File: config.mk
export PLATFORM = sky130hd
export DESIGN_NAME = monost_multi
export DESIGN_NICKNAME = d
export VERILOG_FILES = /design/src/rtl/monost_pkg.sv /design/src/rtl/monost_chan.sv /design/src/rtl/monost_multi.sv
export SDC_FILE = /design/constraint.sdc
export NUM_CORES = 1
export LEC_CHECK = 0
export ABC_CLOCK_PERIOD_IN_PS = 2900
export BUFFER_PORTS_ARGS = -buffer_cell sky130_fd_sc_hd__buf_2
export CAP_MARGIN = 20
export CELL_PAD_IN_SITES_DETAIL_PLACEMENT = 0
export CELL_PAD_IN_SITES_GLOBAL_PLACEMENT = 2
export CORE_ASPECT_RATIO = 2
export CORE_MARGIN = 1.5
export CORE_UTILIZATION = 39
export CTS_CLUSTER_DIAMETER = 60
export DETAILED_ROUTE_END_ITERATION = 12
export PLACE_DENSITY_LB_ADDON = 0.2
export SYNTH_ARGS = -nofsm -noshare
export SYNTH_HDL_FRONTEND = slang
export SYNTH_HIERARCHICAL = 1
export SYNTH_SLANG_ARGS = --single-unit
File: constraint.sdc
create_clock -name clk -period 2.9 [get_ports clk]
set_input_delay 0.29 -clock clk [delete_from_list [all_inputs] [get_ports clk]]
set_output_delay 0.29 -clock clk [all_outputs]
set_load 0.02 [all_outputs]
File: src/rtl/monost_pkg.sv
// Shared types and elaboration helpers for the multi-channel monostable.
package monost_pkg;

    typedef enum logic {
        MS_IDLE   = 1'b0,
        MS_ACTIVE = 1'b1
    } ms_state_t;

    // True when the pulse length is at least one cycle and its last count fits the counter.
    function automatic bit wait_time_ok(input longint wait_time, input int cnt_w);
        return (wait_time >= 1) && (cnt_w >= 1) && (cnt_w < 63) &&
               (wait_time < (longint'(1) << cnt_w));
    endfunction

endpackage

File: src/rtl/monost_chan.sv
// One monostable channel: rising-edge detect, IDLE/ACTIVE FSM, up-counter and expiry strobe.
module monost_chan
    import monost_pkg::*;
#(
    parameter int CNT_W     = 24,
    parameter int WAIT_TIME = 3500000
) (
    input  logic      clk,
    input  logic      rst_n,
    input  logic      trig,
    input  logic      retrig_en,
    input  logic      abort,
    output ms_state_t state,
    output logic      done
);

    localparam logic [CNT_W-1:0] LAST_CNT = CNT_W'(WAIT_TIME - 1);

    ms_state_t        state_nx;
    logic [CNT_W-1:0] cnt;
    logic [CNT_W-1:0] cnt_nx;
    logic             done_nx;
    logic             trig_q;
    logic             trig_rise;

    assign trig_rise = trig & ~trig_q;

    // trig_q resets high so a trigger held through reset release is not seen as an edge.
    always_ff @(posedge clk or negedge rst_n) begin
        if (!rst_n) begin
            state  <= MS_IDLE;
            cnt    <= '0;
            trig_q <= 1'b1;
            done   <= 1'b0;
        end else begin
            state  <= state_nx;
            cnt    <= cnt_nx;
            trig_q <= trig;
            done   <= done_nx;
        end
    end

    always_comb begin
        state_nx = state;
        cnt_nx   = cnt;
        done_nx  = 1'b0;
        if (abort) begin
            state_nx = MS_IDLE;
            cnt_nx   = '0;
        end else if (state == MS_IDLE) begin
            if (trig_rise) begin
                state_nx = MS_ACTIVE;
                cnt_nx   = '0;
            end
        end else if (trig_rise && retrig_en) begin
            cnt_nx = '0;
        end else if (cnt == LAST_CNT) begin
            // Natural expiry wins over a non-retriggerable edge on the same cycle.
            state_nx = MS_IDLE;
            cnt_nx   = '0;
            done_nx  = 1'b1;
        end else begin
            cnt_nx = cnt + CNT_W'(1);
        end
    end

endmodule

File: src/rtl/monost_multi.sv
// NCH independent monostable channels with a shared output polarity selection.
module monost_multi
    import monost_pkg::*;
#(
    parameter int NCH            = 4,
    parameter int CNT_W          = 24,
    parameter int WAIT_TIME      = 3500000,
    parameter int OUT_ACTIVE_LOW = 1
) (
    input  logic           clk,
    input  logic           rst_n,
    input  logic [NCH-1:0] trig,
    input  logic [NCH-1:0] retrig_en,
    input  logic [NCH-1:0] abort,
    output logic [NCH-1:0] pulse_out,
    output logic [NCH-1:0] busy,
    output logic [NCH-1:0] done
);

    localparam logic POL = (OUT_ACTIVE_LOW != 0);

    if (!wait_time_ok(WAIT_TIME, CNT_W)) begin : g_bad_wait_time
        $error("monost_multi: WAIT_TIME must satisfy 1 <= WAIT_TIME < 2**CNT_W");
    end

    ms_state_t ch_state [NCH];

    for (genvar i = 0; i < NCH; i++) begin : g_chan
        monost_chan #(
            .CNT_W    (CNT_W),
            .WAIT_TIME(WAIT_TIME)
        ) u_chan (
            .clk      (clk),
            .rst_n    (rst_n),
            .trig     (trig[i]),
            .retrig_en(retrig_en[i]),
            .abort    (abort[i]),
            .state    (ch_state[i]),
            .done     (done[i])
        );
        assign busy[i] = (ch_state[i] == MS_ACTIVE);
    end

    assign pulse_out = busy ^ {NCH{POL}};

endmodule

=== Word level (Yosys, flattened, before mapping) ===
Index checks and enable logic that the tools add are counted.

* $add $sub $neg: 4
* Eq/ne operators: 4
* Muxes and demuxes: 56
* Bitwise gates (word level): 9
* Reduce and logical (&&, ||, !) cells: 8

{| class="wikitable"
|+ Operators by type and width
! operator !! count
|-
| two-way mux 24 bit || 20
|-
| adder 24 x 1 -> 24 bit, second input constant || 4
|-
| equality test 24 x 22 -> 1 bit, second input constant || 4
|-
| two-way mux 1 bit || 36
|-
| nonzero test 3 bit || 4
|-
| bitwise AND 1 bit || 4
|-
| logical AND 1 bit || 4
|-
| NOT 1 bit || 4
|-
| NOT 4 bit || 1
|}

* Register bits: 108
* Output and inout bits: 12
* Logic and storage cells: 97

=== Logic depth before layout (Yosys ltp) ===
Gate-level depths: netlist of run 1.

* Depth after elaboration: 6
* Mapped depth: 8
* Depth with buffers taken out: 6

=== By module ===
The synthesis of run 1 kept the hierarchy.

{| class="wikitable"
|+ Modules (own cells, without submodules)
! module !! instances !! cells each !! area an instance (µm²)
|-
| monost_chan || 4 || 185 || 1614.0
|-
| monost_multi || 1 || 4 || 15.0
|}

=== Worst setup path before layout of run 1 ===
OpenSTA, ideal clock, no wires.

* Path type: reg-to-reg
* From: register g_chan[0].u_chan.cnt[6]
* To: register g_chan[0].u_chan.cnt[22]
* Setup time: 121 ps
* Arrival: 1926 ps
* Required time: 2779 ps
* Path slack: 853 ps
* Cell stages (with the launch flop): 8
* Path buffers: 2
* Path through: dfrtp_1 nand4_2 or4_1 or4_1 buf_6 buf_6 a32oi_1 nand2_1

* Word-level cells in the longest chain between the ends: 5

{| class="wikitable"
|+ Ends and longest elaborated chain
! element !! RTL line !! RTL
|-
| from (decl) || monost_chan.sv:20 || <nowiki>logic [CNT_W-1:0] cnt;</nowiki>
|-
| from (signal assigned) || monost_chan.sv:37 || <nowiki>cnt <= cnt_nx;</nowiki>
|-
| adder 24 x 1 -> 24 bit / equality test 24 x 22 -> 1 bit (equally long branches) || monost_chan.sv:63, monost_chan.sv:57 ||
|-
| two-way mux 24 bit * || monost_chan.sv:57 || <nowiki>end else if (cnt == LAST_CNT) begin</nowiki>
|-
| two-way mux 24 bit * || monost_chan.sv:55 || <nowiki>end else if (trig_rise && retrig_en) begin</nowiki>
|-
| two-way mux 24 bit * || monost_chan.sv:50 || <nowiki>end else if (state == MS_IDLE) begin</nowiki>
|-
| two-way mux 24 bit * || monost_chan.sv:47 || <nowiki>if (abort) begin</nowiki>
|}

Every way passes the cells marked *; elsewhere a longest branch is shown, timed or not.
A chain may end at the register's enable or synchronous reset.

=== Final worst setup path of run 1 ===
* From: register g_chan[2].u_chan.cnt[6]
* To: register g_chan[2].u_chan.cnt[20]

* Word-level cells in the longest chain between the ends: 5

{| class="wikitable"
|+ Ends and longest elaborated chain
! element !! RTL line
|-
| from (decl) || monost_chan.sv:20
|-
| from (signal assigned) || monost_chan.sv:37
|-
| adder 24 x 1 -> 24 bit / equality test 24 x 22 -> 1 bit (equally long branches) || monost_chan.sv:63, monost_chan.sv:57
|-
| two-way mux 24 bit * || monost_chan.sv:57
|-
| two-way mux 24 bit * || monost_chan.sv:55
|-
| two-way mux 24 bit * || monost_chan.sv:50
|-
| two-way mux 24 bit * || monost_chan.sv:47
|}

Marked as above.

==> results by group, run 1 <==
Clocking
  – CTS buffer count: 9
  – Clock slew at reported path FFs: around 0.08 ns
  – Hold_buf cts: 0
  – CTS tree: yes
  – Post-CTS Setup Inserts: 0
  – Resized cells post-CTS: 0
  – Clock Tree Buf Depth: 2
  – Worst skew pair latency: 0.36 ns
  – CTS root buffer: clkbuf_16
  – Sink Count: about 110
  – H-tree levels: 3

GRT
  – Final global-route overflow total: 0
  – GRT Util Overall: 20.9%
  – Vias in the first global route: about 5800
  – Initial antenna violation count: 0
  – Global-route wire length before repair: between 20000 and 30000 µm
  – Largest net degree at the start of global routing: 59

Route
  – Drt drc: 0
  – Total Wirelength: roughly 17000 µm
  – DRT Pass-1 Iters: 4
  – DR iter-0 viols: between 200 and 250
  – Drt wl/cell: around 18 µm
  – Via count: about 6000
  – ANT nets after route: 0
  – Post-DR vias/cell: around 6.3

Logic synthesis
  – Post-synthesis xor/xnor area fraction: 0%
  – Post-synthesis mux area share: 0%
  – Post-synth ARST share: 100%
  – Number of synthesized flops with an enable pin: 0
  – Flops & latches, synth: 108
  – Mapped Area: 6470 µm²
  – Post-synthesis instance total: roughly 740
  – Net count of the mapped netlist: 762
  – Largest family of logic cells by synthesized area: simple AND/OR/NAND/NOR gates
  – Mapped Avg Cell Area: 8.70 µm²
  – Synth unique cells: 37
  – Post-Synth Simple-Gate Area: a little under a third
  – Sequential area share after synthesis: roughly two fifths
  – Most used DFF post-synth: dfrtp_1
  – Compound-Gate Fraction of Synth Area: about a fifth
  – Synthesized-area fraction occupied by adder cells: less than 1%
  – YS warnings: 6

Timing
  – Setup WS post-layout: around 0.44 ns
  – Max Slew Vio Count: 0
  – Hold Slack: -0.0125 ns
  – Final setup fails: 0
  – Endpoints failing hold: 11
  – Slew of the pin with the lowest slew margin: 0.769 ns
  – Highest clock rate: 407 MHz
  – Worst rel slew slack: 48.6%
  – Final Cycle Share: around 85%
  – Period minus WS final: about 2.5 ns
  – TNS Setup: 0 ns
  – Clk_skew: roughly 0.011 ns
  – RSZ-0062 raised after global routing: no

Status
  – Failing checks: hold timing
  – Status: complete, but fails checks

Layout
  – Commonest non-fill, non-tap cell in the layout: a31oi_1
  – Most frequent cells in the layout: a31oi_1 (112), dfrtp_1 (104), nand3_1 (84)
  – Nets: roughly 760
  – Ant. Diodes: 0
  – Area grow syn2layout: 8.24%
  – Fraction of layout cells with a size suffix above 1: between 10% and 20%
  – Final Cell Area: approximately 7000 µm²

Place
  – DP Worst Slack: ~0.44 ns
  – Detailed placement HPWL: between 10000 and 15000 µm
  – PortBufs: 25
  – Final Wtd Congestion: approximately 0.80
  – Dpl cell area: a little under 7000 µm²

Floorplanning
  – Core area: 16300 µm²
  – Die Y: 185 µm
  – Starting Density: around two fifths
  – Die area: approximately 17000 µm²
  – I/O pin total: 26
  – Row count: 66
  – Horiz. Die Dim: around 94 µm

Setup path
  – R2R Setup Slk: 0.44 ns
  – Critical Path RT: 3.12 ns
  – R2r startpoint: g_chan[2].u_chan/cnt[6]
  – CP Capture Point: g_chan[2].u_chan/cnt[20]
  – CP Launch Type: flop
  – FF-to-FF End: g_chan[2].u_chan/cnt[20]
  – CP Capture Type: flop
  – Worst EP arrival: 2.68 ns
  – Worst Setup SP: g_chan[2].u_chan/cnt[6]
  – FF-to-FF path depth: 6
  – CP max FO: 16
  – Crit Path Class: flop to flop

Worst hold path
  – Hold crit path type: primary input to async pin

Pwr
  – Tot Pwr: roughly 0.0030 W
  – Leakage: ~2.8 nW
  – Pwr Density: between 400 and 500 nW/µm²
  – Peak supply drop: about 0.00034 V

Flow run
  – Max Cap Viol: 0
stage by stage:
stage               std cells  hold slack (ns)  util, %
global placement          939            0.397     41.3
floorplan                 744         -0.00559        -
CTS                       955           0.0183     43.1
finish                    955          -0.0125     43.1
global route              955           0.0242     43.1
detailed placement        939            0.397     41.3
synthesized netlist by cell type, types with 8 or more instances:
cell type	instances	area share, %
a31oi_1	112	11
dfrtp_1	104	40
nand3_1	84	6.5
nand2_1	56	3.2
nand4_1	48	4.6
and3_1	36	3.5
clkbuf_1	36	2.1
inv_1	32	1.9
buf_6	20	3.5
o21ai_0	20	1.5
nor2_1	16	0.93
nor2b_1	16	1.5
nor3_1	16	1.2
o211ai_1	12	1.4
o21ai_1	12	0.93
o22ai_1	12	1.2
a21oi_1	8	0.62
a41oi_1	8	1.1
and3_2	8	0.93
and4_1	8	1.1
nand2b_1	8	0.77
nand4b_1	8	1.1
or4_1	8	0.93
flip-flops by register name, indices dropped and copies added (netlist names):
signal,count
g_chan.u_chan/cnt,96
g_chan.u_chan/done,4
g_chan.u_chan/state,4
g_chan.u_chan/trig_q,4
worst max-delay path, stage by stage (launching register included):
cell	delay [ns]
dfrtp_1	0.47
nand4_2	0.18
or4_1	0.49
or4_1	0.64
buf_4	0.29
a41oi_1	0.18
a31oi_1	0.06
routing by layer:
metal / GRT usage (%) / up-vias / wire, µm
met1: 23.8 / 2972 / 7150
met5: 0 / - / 0
met4: 8.66 / 0 / 393
met3: 1.93 / 25 / 420
li1: - / 2876 / -
met2: 38.8 / 124 / 9490
logic make-up after synthesis:
logic type / count (synthesis)
compound gates: 200
simple gates: 344
flops: 108
fa+ha+maj: 4
buf+inv: 88
worst min path at each step:
| stage | slack, ns | endpoint | from | cells past startpoint |
|---|---|---|---|---|
| 2_1_floorplan | -0.006 | g_chan[0].u_chan/cnt[0] | rst_n | 0 |
| 3_3_place_gp | 0.40 | g_chan[3].u_chan/cnt[4] | rst_n | 1 |
| 3_5_place_dp | 0.40 | g_chan[3].u_chan/cnt[4] | rst_n | 1 |
| 4_1_cts | 0.02 | g_chan[3].u_chan/cnt[4] | rst_n | 1 |
| 5_1_grt | 0.02 | g_chan[2].u_chan/trig_q | trig[2] | 1 |
| 6_report | -0.01 | g_chan[3].u_chan/cnt[4] | rst_n | 1 |
power by group:
group	switching, W	total, W	internal [W]
Sequential	0.0000152	0.00153	0.00152
Combinational	0.000162	0.000227	0.0000651
Clock	0.000631	0.00123	0.000597
cell type report:
class	instances	area (µm²)
clock inverters	7	57.6
repair buffers	47	305
inverters	32	120
fillers	1628	9260
clock buffers	9	225
well taps	204	255
multi-input cells	548	3330
flip-flops and latches	108	2710
Note: power is estimated with default switching activity, not from simulation.
==> run 2: changes to the inputs <==
--- a/config.mk
+++ b/config.mk
@@ -5,7 +5,7 @@
 export SDC_FILE = /design/constraint.sdc
 export NUM_CORES = 1
 export LEC_CHECK = 0
-export ABC_CLOCK_PERIOD_IN_PS = 2900
+export ABC_CLOCK_PERIOD_IN_PS = 2400
 export BUFFER_PORTS_ARGS = -buffer_cell sky130_fd_sc_hd__buf_2
 export CAP_MARGIN = 20
 export CELL_PAD_IN_SITES_DETAIL_PLACEMENT = 0
==> constraint.sdc (replaced) <==
create_clock -name clk -period 2.4 [get_ports clk]
set_input_delay 0.24 -clock clk [delete_from_list [all_inputs] [get_ports clk]]
set_output_delay 0.24 -clock clk [all_outputs]
set_load 0.02 [all_outputs]
==> run 2 against run 1 <==
The flow now finishes without violations. Global-route usage grew 0.92 points. Die area is the same. First-iteration DRC count shrank 12%. Largest power group unchanged.
==> results by group, run 2 (same netlist as run 1, synthesis figures left out) <==
Setup path
  – Worst EP arrival: ~2.5 ns
  – Slowest Stage Delay on Critical Path: approximately 0.50 ns
  – Highest-delay cell along the critical path: or4_1
  – CP Cell Sequence: ha_1 > and4b_1 > nand4_1 > or4_1 > buf_4 > nand2_1 > o21ai_0
  – CP Launch Type: flop
  – CP Capture Type: flop
  – Crit Path Class: flop to flop
  – Critical Path RT: around 2.6 ns
  – Crit-path leading delay family: simple AND/OR/NAND/NOR gates
  – Crit path buf inv count: 1
  – CP max FO: 21

Floorplanning
  – Die area: 17400 µm²
  – Row count: between 60 and 70
  – I/O pin total: 26
  – Core area: ~16000 µm²
  – Starting Density: roughly 40%
  – Horiz. Die Dim: around 94 µm
  – Die Y: about 190 µm

GRT
  – Largest net degree at the start of global routing: between 40 and 50
  – Vias in the first global route: roughly 6000
  – GRT Util Overall: 21.8%
  – Global-route wire length before repair: approximately 30000 µm
  – Initial antenna violation count: 0
  – Final global-route overflow total: 0

Route
  – Via count: between 6000 and 7000
  – Post-DR vias/cell: about 6.2
  – DRT Pass-1 Iters: 4
  – Drt drc: 0
  – Total Wirelength: 17600 µm
  – Drt wl/cell: roughly 18 µm
  – ANT nets after route: 0
  – DR iter-0 viols: between 150 and 200

Clocking
  – Clock Tree Buf Depth: 2
  – Clock slew at reported path FFs: roughly 0.080 ns
  – CTS tree: yes
  – CTS buffer count: 9
  – H-tree levels: 3
  – Sink Count: between 100 and 150
  – Worst skew pair latency: 0.36 ns
  – CTS root buffer: clkbuf_16

Timing
  – TNS Setup: 0 ns
  – Worst rel slew slack: 61.0%
  – Final setup fails: 0
  – Slew of the pin with the lowest slew margin: ~0.58 ns
  – Highest clock rate: 451 MHz
  – Endpoints failing hold: 0
  – Max Slew Vio Count: 0
  – Setup WS post-layout: ~0.18 ns
  – Clk_skew: ~0.011 ns
  – RSZ-0062 raised after global routing: no
  – Final Cycle Share: 92.3%
  – Period minus WS final: between 2 and 2.5 ns

Place
  – PortBufs: 25
  – DP Worst Slack: ~0.21 ns
  – Detailed placement HPWL: roughly 12000 µm
  – Final Wtd Congestion: 0.803

Layout
  – Top reg by flops: g_chan.u_chan/cnt
  – Ant. Diodes: 0
  – Fraction of layout cells with a size suffix above 1: between 10% and 20%
  – Max FFs per register: 96
  – Nets: roughly 780
  – Area grow syn2layout: 10.4%
  – Util after Layout: 43.9%
  – Reg area: around 2700 µm²
  – Filler Cells Inserted: between 1500 and 2000
  – Commonest non-fill, non-tap cell in the layout: a31oi_1
  – Multi-input logic area: around 3300 µm²
  – Most frequent cells in the layout: a31oi_1 (112), dfrtp_1 (104), nand3_1 (84)

Status
  – Status: completed

Pwr
  – Leakage: about 2.9 nW
  – Peak supply drop: between 0.0003 and 0.0004 V
  – Pwr Density: about 500 nW/µm²

Worst hold path
  – Hold crit path type: primary input to flop

Flow run
  – Max Cap Viol: 0
[run 2: worst paths after layout]
path	to	startpoint	depth (start not counted)	slack, ns
max	g_chan[1].u_chan/cnt[1]	g_chan[1].u_chan/cnt[0]	7	0.18
min	g_chan[1].u_chan/state	abort[1]	2	0.10
max reg2reg	g_chan[1].u_chan/cnt[1]	g_chan[1].u_chan/cnt[0]	7	0.18
min reg2reg	g_chan[3].u_chan/cnt[23]	g_chan[3].u_chan/cnt[23]	1	0.49
max in group asynchronous	g_chan[2].u_chan/trig_q	rst_n	3	1.26
min in group asynchronous	g_chan[3].u_chan/cnt[12]	rst_n	2	0.38
[run 2: per-stage QoR]
step | area (µm²) | instances | hold WS, ns | total power [W]
6_report | 7140 | 973 | 0.102 | 0.00354
5_1_grt | 7140 | 973 | 0.0934 | 0.00371
4_1_cts | 7140 | 973 | 0.0908 | 0.00360
3_5_place_dp | 6830 | 952 | 0.240 | 0.00217
3_3_place_gp | 6830 | 952 | 0.237 | 0.00217
2_1_floorplan | 6470 | 744 | -0.0556 | 0.00203
[run 2: area by class of cell]
cell class / instances / share of cell area [%]
Clock buffer: 11 / 3.26
Clock inverter: 5 / 0.420
Inverter: 32 / 1.68
Multi-Input combinational cell: 548 / 46.7
Sequential cell: 108 / 37.9
Tap cell: 204 / 3.57
Timing Repair Buffer: 65 / 6.51
[run 2: layer usage]
| metal | vias up | share of wire (%) | global-route usage, % |
|---|---|---|---|
| li1 | 2913 | - | - |
| met5 | - | 0 | 0 |
| met2 | 112 | 53 | 39.7 |
| met1 | 2986 | 41 | 24.3 |
| met3 | 37 | 2.4 | 2.67 |
| met4 | 0 | 3.1 | 11.0 |
[run 2: where the power goes]
part | leakage, nW | internal, W | switching, W
combinational | 1.27 | 0.0000904 | 0.000197
sequential | 1.49 | 0.00183 | 0.0000184
clock | 0.125 | 0.000701 | 0.000699
[run 2: what timing repair did]
action / 4_1_cts / 5_1_grt
resized for setup: 0 / 0
hold buffers: 5 / 0
setup buffers: 0 / 0
endpoints found under the hold margin: 34 / 0
